===== src/rtl/fifo_wr.sv =====
// Write-side control of an asynchronous FIFO: binary/Gray write pointer,
// two-flop synchronizer for the incoming Gray read pointer, and registered
// full / almost_full / level flags plus a sticky overflow flag.
//
// Producer handshake: a write is accepted on a rising w_clk edge when
// winc=1 and full=0 (w_en=1 in that cycle); winc=1 while full=1 is rejected,
// leaves all pointer and RAM state untouched and sets overflow.
module fifo_wr #(
    parameter int DEPTH      = 8,
    parameter int ADDR_WIDTH = $clog2(DEPTH),
    parameter int AF_MARGIN  = 2
) (
    input  logic                  w_clk,
    input  logic                  w_rst,
    input  logic                  winc,
    input  logic [ADDR_WIDTH:0]   rptr,
    input  logic                  clr_ovf,
    output logic                  w_en,
    output logic [ADDR_WIDTH-1:0] w_addr,
    output logic [ADDR_WIDTH:0]   wptr,
    output logic                  full,
    output logic                  almost_full,
    output logic [ADDR_WIDTH:0]   level,
    output logic                  overflow
);

    localparam int AW = ADDR_WIDTH;
    // Threshold on used entries at which almost_full asserts.
    localparam logic [AW:0] AF_THRESH = (AW+1)'(DEPTH - AF_MARGIN);

    logic [AW:0] wbin_q, wbin_d;
    logic [AW:0] wptr_q, wgray_d;
    logic [AW:0] wq1_q, wq2_q;
    logic [AW:0] wq2_bin;
    logic [AW:0] used_d;
    logic        full_q, full_d;
    logic        almost_full_q, almost_full_d;
    logic [AW:0] level_q;
    logic        ovf_q, ovf_d;

    // Next-state of the write pointer and the flags derived from it.
    always_comb begin
        w_en    = winc & ~full_q;
        wbin_d  = wbin_q + {{AW{1'b0}}, w_en};
        wgray_d = (wbin_d >> 1) ^ wbin_d;
        // Gray-to-binary: bit i is the XOR of all Gray bits from MSB down to i.
        wq2_bin = '0;
        for (int i = 0; i <= AW; i++) begin
            wq2_bin[i] = ^(wq2_q >> i);
        end
        // Full when the next write pointer equals the read pointer with the
        // two top Gray bits inverted (writer one lap ahead of reader).
        full_d        = (wgray_d == {~wq2_q[AW:AW-1], wq2_q[AW-2:0]});
        used_d        = wbin_d - wq2_bin;
        almost_full_d = (used_d >= AF_THRESH);
        // Sticky overflow: a new rejected write wins over a clear request.
        ovf_d = ovf_q;
        if (winc && full_q) begin
            ovf_d = 1'b1;
        end else if (clr_ovf) begin
            ovf_d = 1'b0;
        end
    end

    // Two-flop synchronizer: the only place rptr is sampled.
    always_ff @(posedge w_clk or posedge w_rst) begin
        if (w_rst) begin
            wq1_q <= '0;
            wq2_q <= '0;
        end else begin
            wq1_q <= rptr;
            wq2_q <= wq1_q;
        end
    end

    // Pointer, flag and level registers.
    always_ff @(posedge w_clk or posedge w_rst) begin
        if (w_rst) begin
            wbin_q        <= '0;
            wptr_q        <= '0;
            full_q        <= 1'b0;
            almost_full_q <= 1'b0;
            level_q       <= '0;
            ovf_q         <= 1'b0;
        end else begin
            wbin_q        <= wbin_d;
            wptr_q        <= wgray_d;
            full_q        <= full_d;
            almost_full_q <= almost_full_d;
            level_q       <= used_d;
            ovf_q         <= ovf_d;
        end
    end

    assign w_addr      = wbin_q[AW-1:0];
    assign wptr        = wptr_q;
    assign full        = full_q;
    assign almost_full = almost_full_q;
    assign level       = level_q;
    assign overflow    = ovf_q;

endmodule


===== config.mk =====
export PLATFORM = sky130hd
export DESIGN_NAME = fifo_wr
export DESIGN_NICKNAME = d
export VERILOG_FILES = /design/src/rtl/fifo_wr.sv
export SDC_FILE = /design/constraint.sdc
export NUM_CORES = 1
export LEC_CHECK = 0
export ABC_AREA = 0
export BUFFER_PORTS_ARGS = -buffer_cell sky130_fd_sc_hd__buf_2
export CORE_AREA = 2 2 46 48
export CTS_CLUSTER_DIAMETER = 200
export DETAILED_ROUTE_END_ITERATION = 8
export DIE_AREA = 0 0 48 50
export PLACE_DENSITY = 0.74
export SLEW_MARGIN = 40
export SYNTH_ARGS = -nofsm -noshare
export SYNTH_HDL_FRONTEND = slang
export SYNTH_SLANG_ARGS = --single-unit

===== constraint.sdc =====
create_clock -name w_clk -period 3.2 [get_ports w_clk]
set_clock_uncertainty 0.15 [all_clocks]
set_input_delay 0.96 -clock w_clk [delete_from_list [all_inputs] [get_ports w_clk]]
set_output_delay 0.96 -clock w_clk [all_outputs]
set_load 0.02 [all_outputs]

* After elaboration in Yosys (flattened, before gate mapping)
Cells that the tools add are included.
W data, S select, Z words.
** Word-level totals
- Register bits after elaboration :: 23
- Latch bits :: 0
- RAM bits :: 0
- Bits in read-only memories :: 0
- Input port bits :: 8
- Memories :: 0
** Operators by class
- $add $sub $neg :: 2
- Multiply operators :: 0
- Div/mod/pow operators :: 0
- Order comparisons :: 1
- Equality and inequality tests :: 1
- Shift-type cells :: 0
- Multiplexer cells :: 2
- Bitwise gates (word level) :: 4
- Reduce and logical (&&, ||, !) cells :: 6
** Operators by type and width (count)
- $reduce_xor A4 Y1 :: 4
- $add A4 B1 Y4 :: 1
- $eq A4 B4 Y1 :: 1
- $ge A4 B3 Y1 const B :: 1
- $sub A4 B4 Y4 :: 1
- $xor A3 B4 Y4 :: 1
- $mux W1 :: 2
- $not A2 Y2 :: 1
- $reduce_bool A2 Y1 :: 1
- $and A1 B1 Y1 :: 1
- $logic_and A1 B1 Y1 :: 1
- $not A1 Y1 :: 1

* Logic depth before layout (Yosys ltp)
- Depth after elaboration :: 5
- Gate-level depth with buffers :: 9
- Depth with buffers taken out :: 9

* Least setup slack after synthesis
OpenSTA, ideal clock, no wires.
- Kind :: in2reg
- Start :: input port winc
- End :: register almost_full_q, in the netlist almost_full
- Data arrival time :: 3042 ps
- Data required time :: 2932 ps
- Path slack :: -110 ps
- Stages :: 9
- Buffers on the path :: 0
- Cells stage by stage :: nor2b_1 -> ha_1 -> ha_1 -> xor2_2 -> ha_1 -> a21oi_1 -> o21ai_0 -> xor3_2 -> a21o_1
** On the way
- Word-level cells in the longest chain between the ends :: 4
** Ends and longest elaborated chain
- start: declaration :: RTL line 15 : input logic winc,
- $and A1 B1 Y1 :: RTL line 43 : w_en = winc & ~full_q;
- $add A4 B1 Y4 :: RTL line 44 : wbin_d = wbin_q + {{AW{1'b0}}, w_en};
- via wbin_d[2] :: RTL line 31 : logic [AW:0] wbin_q, wbin_d;
- $sub A4 B4 Y4 :: RTL line 54 : used_d = wbin_d - wq2_bin;
- via used_d[3] :: RTL line 35 : logic [AW:0] used_d;
- $ge A4 B3 Y1 :: RTL line 55 : almost_full_d = (used_d >= AF_THRESH);
- via almost_full_d :: RTL line 37 : logic almost_full_q, almost_full_d;
- end signal: assignment :: RTL line 89 : almost_full_q <= almost_full_d;
- end: declaration :: RTL line 37
The timed path passes the listed nets, and every way through them passes these cells.
A chain may end at the register's enable or synchronous reset.

* Worst setup path in the final report
Same ends and word-level chain as after synthesis.

==> qor.tcl <==
set qor(syn_avg_cell_area_um2) 13.5
set qor(post_synth_num_cell_types) 19
set qor(chipWidth_um) 48
set qor(grt_antenna_before_repair) 0
set qor(placement_rows) 16
set qor(yosys.cell_count.top_type) {dfrtp_1}
set qor(die_h_um) 50
set qor(whs_ps) 207
set qor(route.final.wire_length_mm) 1.32
set qor(clockRootBuffer) {clkbuf_4}
set qor(count_of_final_hold_check_violations) 0
set qor(netlist.top_cell.by_area) {dfrtp_1}
set qor(post_synth_main_area_contributors) {dfrtp_1 60%, ha_1 6.8%, xor2_1 5.7%, xnor2_1 4.8%, xor2_2 3.6%}
set qor(mappedNetlistNets) 82
set qor(antennaDiodeCount) 0
set qor(timing.critical_path.fanout_max) 4
set qor(max_freq_mhz) 356
set qor(worst_slew_pin_slew_ps) 431
set qor(irDropWorstVdd_uv) 591
set qor(clock_tree.buffer_depth) 2
set qor(boundaryPins) 23
set qor(ys_dominant_reg_cell) {dfrtp_1}
set qor(max_stage_delay_ps) 330
set qor(placed_cell_area_mm2) 0.00107
set qor(power.sequential.fraction_pct) 35.5
set qor(vias_per_cell) 4.55
set qor(setup-tns-final_ps) 0
set qor(cp_slowest_cell) {ha_1}
set qor(clk_transition_reported_paths_ps) 100
set qor(drt_pre_antenna_iters) 3
set qor(switching_share_pct) 41.6
set qor(clock-sinks) 22
set qor(hold_path_class) {flip-flop to flip-flop}
set qor(dr.first_iter.drc_count) 4
set qor(multiInputGateArea_um2) 338
set qor(vias) 551
set qor(worst-setup-path-type) {input port to flip-flop}
set qor(worstSkewPairLatency_ps) 290
set qor(p_switching_mw) 0.514
set qor(design_area_mm2) 0.00109
set qor(max-slew-margin-rel_pct) 71.2
set qor(cts_repair_resize_count) 0
set qor(initial_core_util_pct) 48.2
set qor(total_power_divided_by_cell_area_mw_per_mm2) 1130
set qor(cap_violations) 0
set qor(outcome) {complete, no violations}
set qor(ys_warn_count) 0
set qor(post_cts_buffers) 0
set qor(finalCritPeriodShare_pct) 87.9
set qor(cp-start-kind) {input port}
set qor(syn-instance-count) 68
set qor(clock_tree.htree_level_count) 1
set qor(grt_pass1_wl_mm) 2.33
set qor(detail-route-antenna-nets) 0
set qor(critical-path-top-cell-by-count) {ha_1}
set qor(core_area_mm2) 0.00190
set qor(endpoint_kind_of_the_worst_setup_timing_path) {flip-flop}
set qor(routed_wire_length_per_instance_um) 10.9
set qor(die_area_mm2) 0.00240
set qor(maxSlewViolCount) 0
set qor(synth-seq-cells) 22
set qor(rsz0062_at_grt) {false}
set qor(flow.area_growth_from_synthesis_pct) 19.3
set qor(tritoncts) {yes}
set qor(grt_max_degree) 23
set qor(combPwrFrac_pct) 55.1
set qor(synth-edff-count) 0
set qor(synth_common_cells) {22 x dfrtp_1, 8 x inv_1, 6 x xor2_1}
set qor(globalplace.congestion) 0.751
set qor(critical_path_arrival_ps) 2860
set qor(place.port_buffers) 22
set qor(postSynth.asyncResetShare_pct) 100
set qor(clkPwrFrac_pct) 9.3
set qor(ys_seq_area_share_pct) 60.1
set qor(cts.hold.buffers_added) 0
set qor(worstPathRequired_ps) 3250
set qor(track_usage_pct) 14.0
set qor(internal_power_mw) 0.721
set qor(grt_overflow) 0
set qor(netlist.area_leader.share_pct) 60.1
set qor(final_net_count) 110
set qor(cts_made_buffers) 3
set qor(n_fill_cell) 164
set qor(first_global_vias) 565
set qor(drcViolationCount) 0
set qor(drive_above_1_share_pct) 34.0
set qor(period_minus_slack_ps) 2810
set qor(timing.final.setup_violations) 0
set qor(synthesis.area_um2) 916
set qor(detailed_place_hpwl_mm) 1.06
set qor(final-seq-area_um2) 551
set qor(cellLeakagePower_nw) 0.553
set qor(crit_path_cells) {buf_2 > nor2b_2 > ha_1 > ha_1 > xor2_2 > ha_1 > nand2_1 > o21ai_0 > xor3_2 > a21o_1}
[cell usage in the layout, fill, tap and decap left out, types with 3 or more instances in the layout]
cell type and n:
dfrtp_1 22, inv_1 7, xnor2_1 5, ha_1 5
xor2_1 6, clkbuf_4 3, buf_2 22, o21ai_0 3
nand3_1 4
[sequential cells by signal (all words and copies together) (netlist names)]
| name | count |
|---|---|
| full | 1 |
| almost_full | 1 |
| wptr | 3 |
| wq2_q | 4 |
| wbin_q | 4 |
| overflow | 1 |
| level | 4 |
| wq1_q | 4 |
[logic make-up (layout without fill, tap and decap cells)]
logic type / count (synthesis) / after routing / share of synthesized area (%)
buf+inv: 8 / 34 / 3.28
fa+ha+maj: 6 / 6 / 9.02
xor+xnor: 14 / 14 / 16.8
flops: 22 / 22 / 60.1
simple gates: 11 / 11 / 6.42
compound gates: 7 / 7 / 4.37
[metrics by stage]
step                      std cells  worst slack [ps]  util, %  total power [mW]
after floorplan                  68              33.3        -             0.948
after global placement          118              78.6     56.3              1.13
after detailed placement        118              33.9     56.3              1.14
after CTS                       121               364     57.4              1.26
after global routing            121               293     57.4              1.35
final                           121               388     57.4              1.23
[layer usage]
layer  vias up  GRT usage, %  part of all wire, %
li1        269             -                    -
met1       256          16.3                   45
met2        24          23.1                   47
met3         2          4.03                  6.4
met4         0          5.41                  1.6
met5         -             0                    0
[cell type report]
cell class                 instances  area share [%]
timing repair buffer              23            10.8
sequential                        22            50.4
tap                               27            3.09
clock buffer                       3            2.06
multi-input combinational         38            30.9
inverter                           8            2.75
[path summary, 6_finish.rpt]
path                       depth (start not counted)  startpoint           to  slack [ps]
min in group asynchronous                          2       w_rst     wq1_q[1]         500
max in group asynchronous                          2       w_rst         full        2110
max                                               10        winc  almost_full         390
min reg2reg                                        0    wq1_q[0]     wq2_q[0]         210
max reg2reg                                        9        full  almost_full         830
min                                                0    wq1_q[0]     wq2_q[0]         210
[power by group through the flow]
stage	clock network (mW)	registers (mW)	logic [mW]
2_1_floorplan	0	0.557	0.391
3_3_place_gp	0	0.442	0.683
3_5_place_dp	0	0.446	0.694
4_1_cts	0.123	0.442	0.698
5_1_grt	0.132	0.453	0.766
6_report	0.115	0.439	0.681
[worst max-delay path: cells and delay by family]
family          cells  cell delay, ps
fa+ha+maj           3             790
xor+xnor            2             460
compound gates      2             340
simple gates        2             200
buf+inv             1             100
Note: power is estimated with default switching activity, not from simulation.
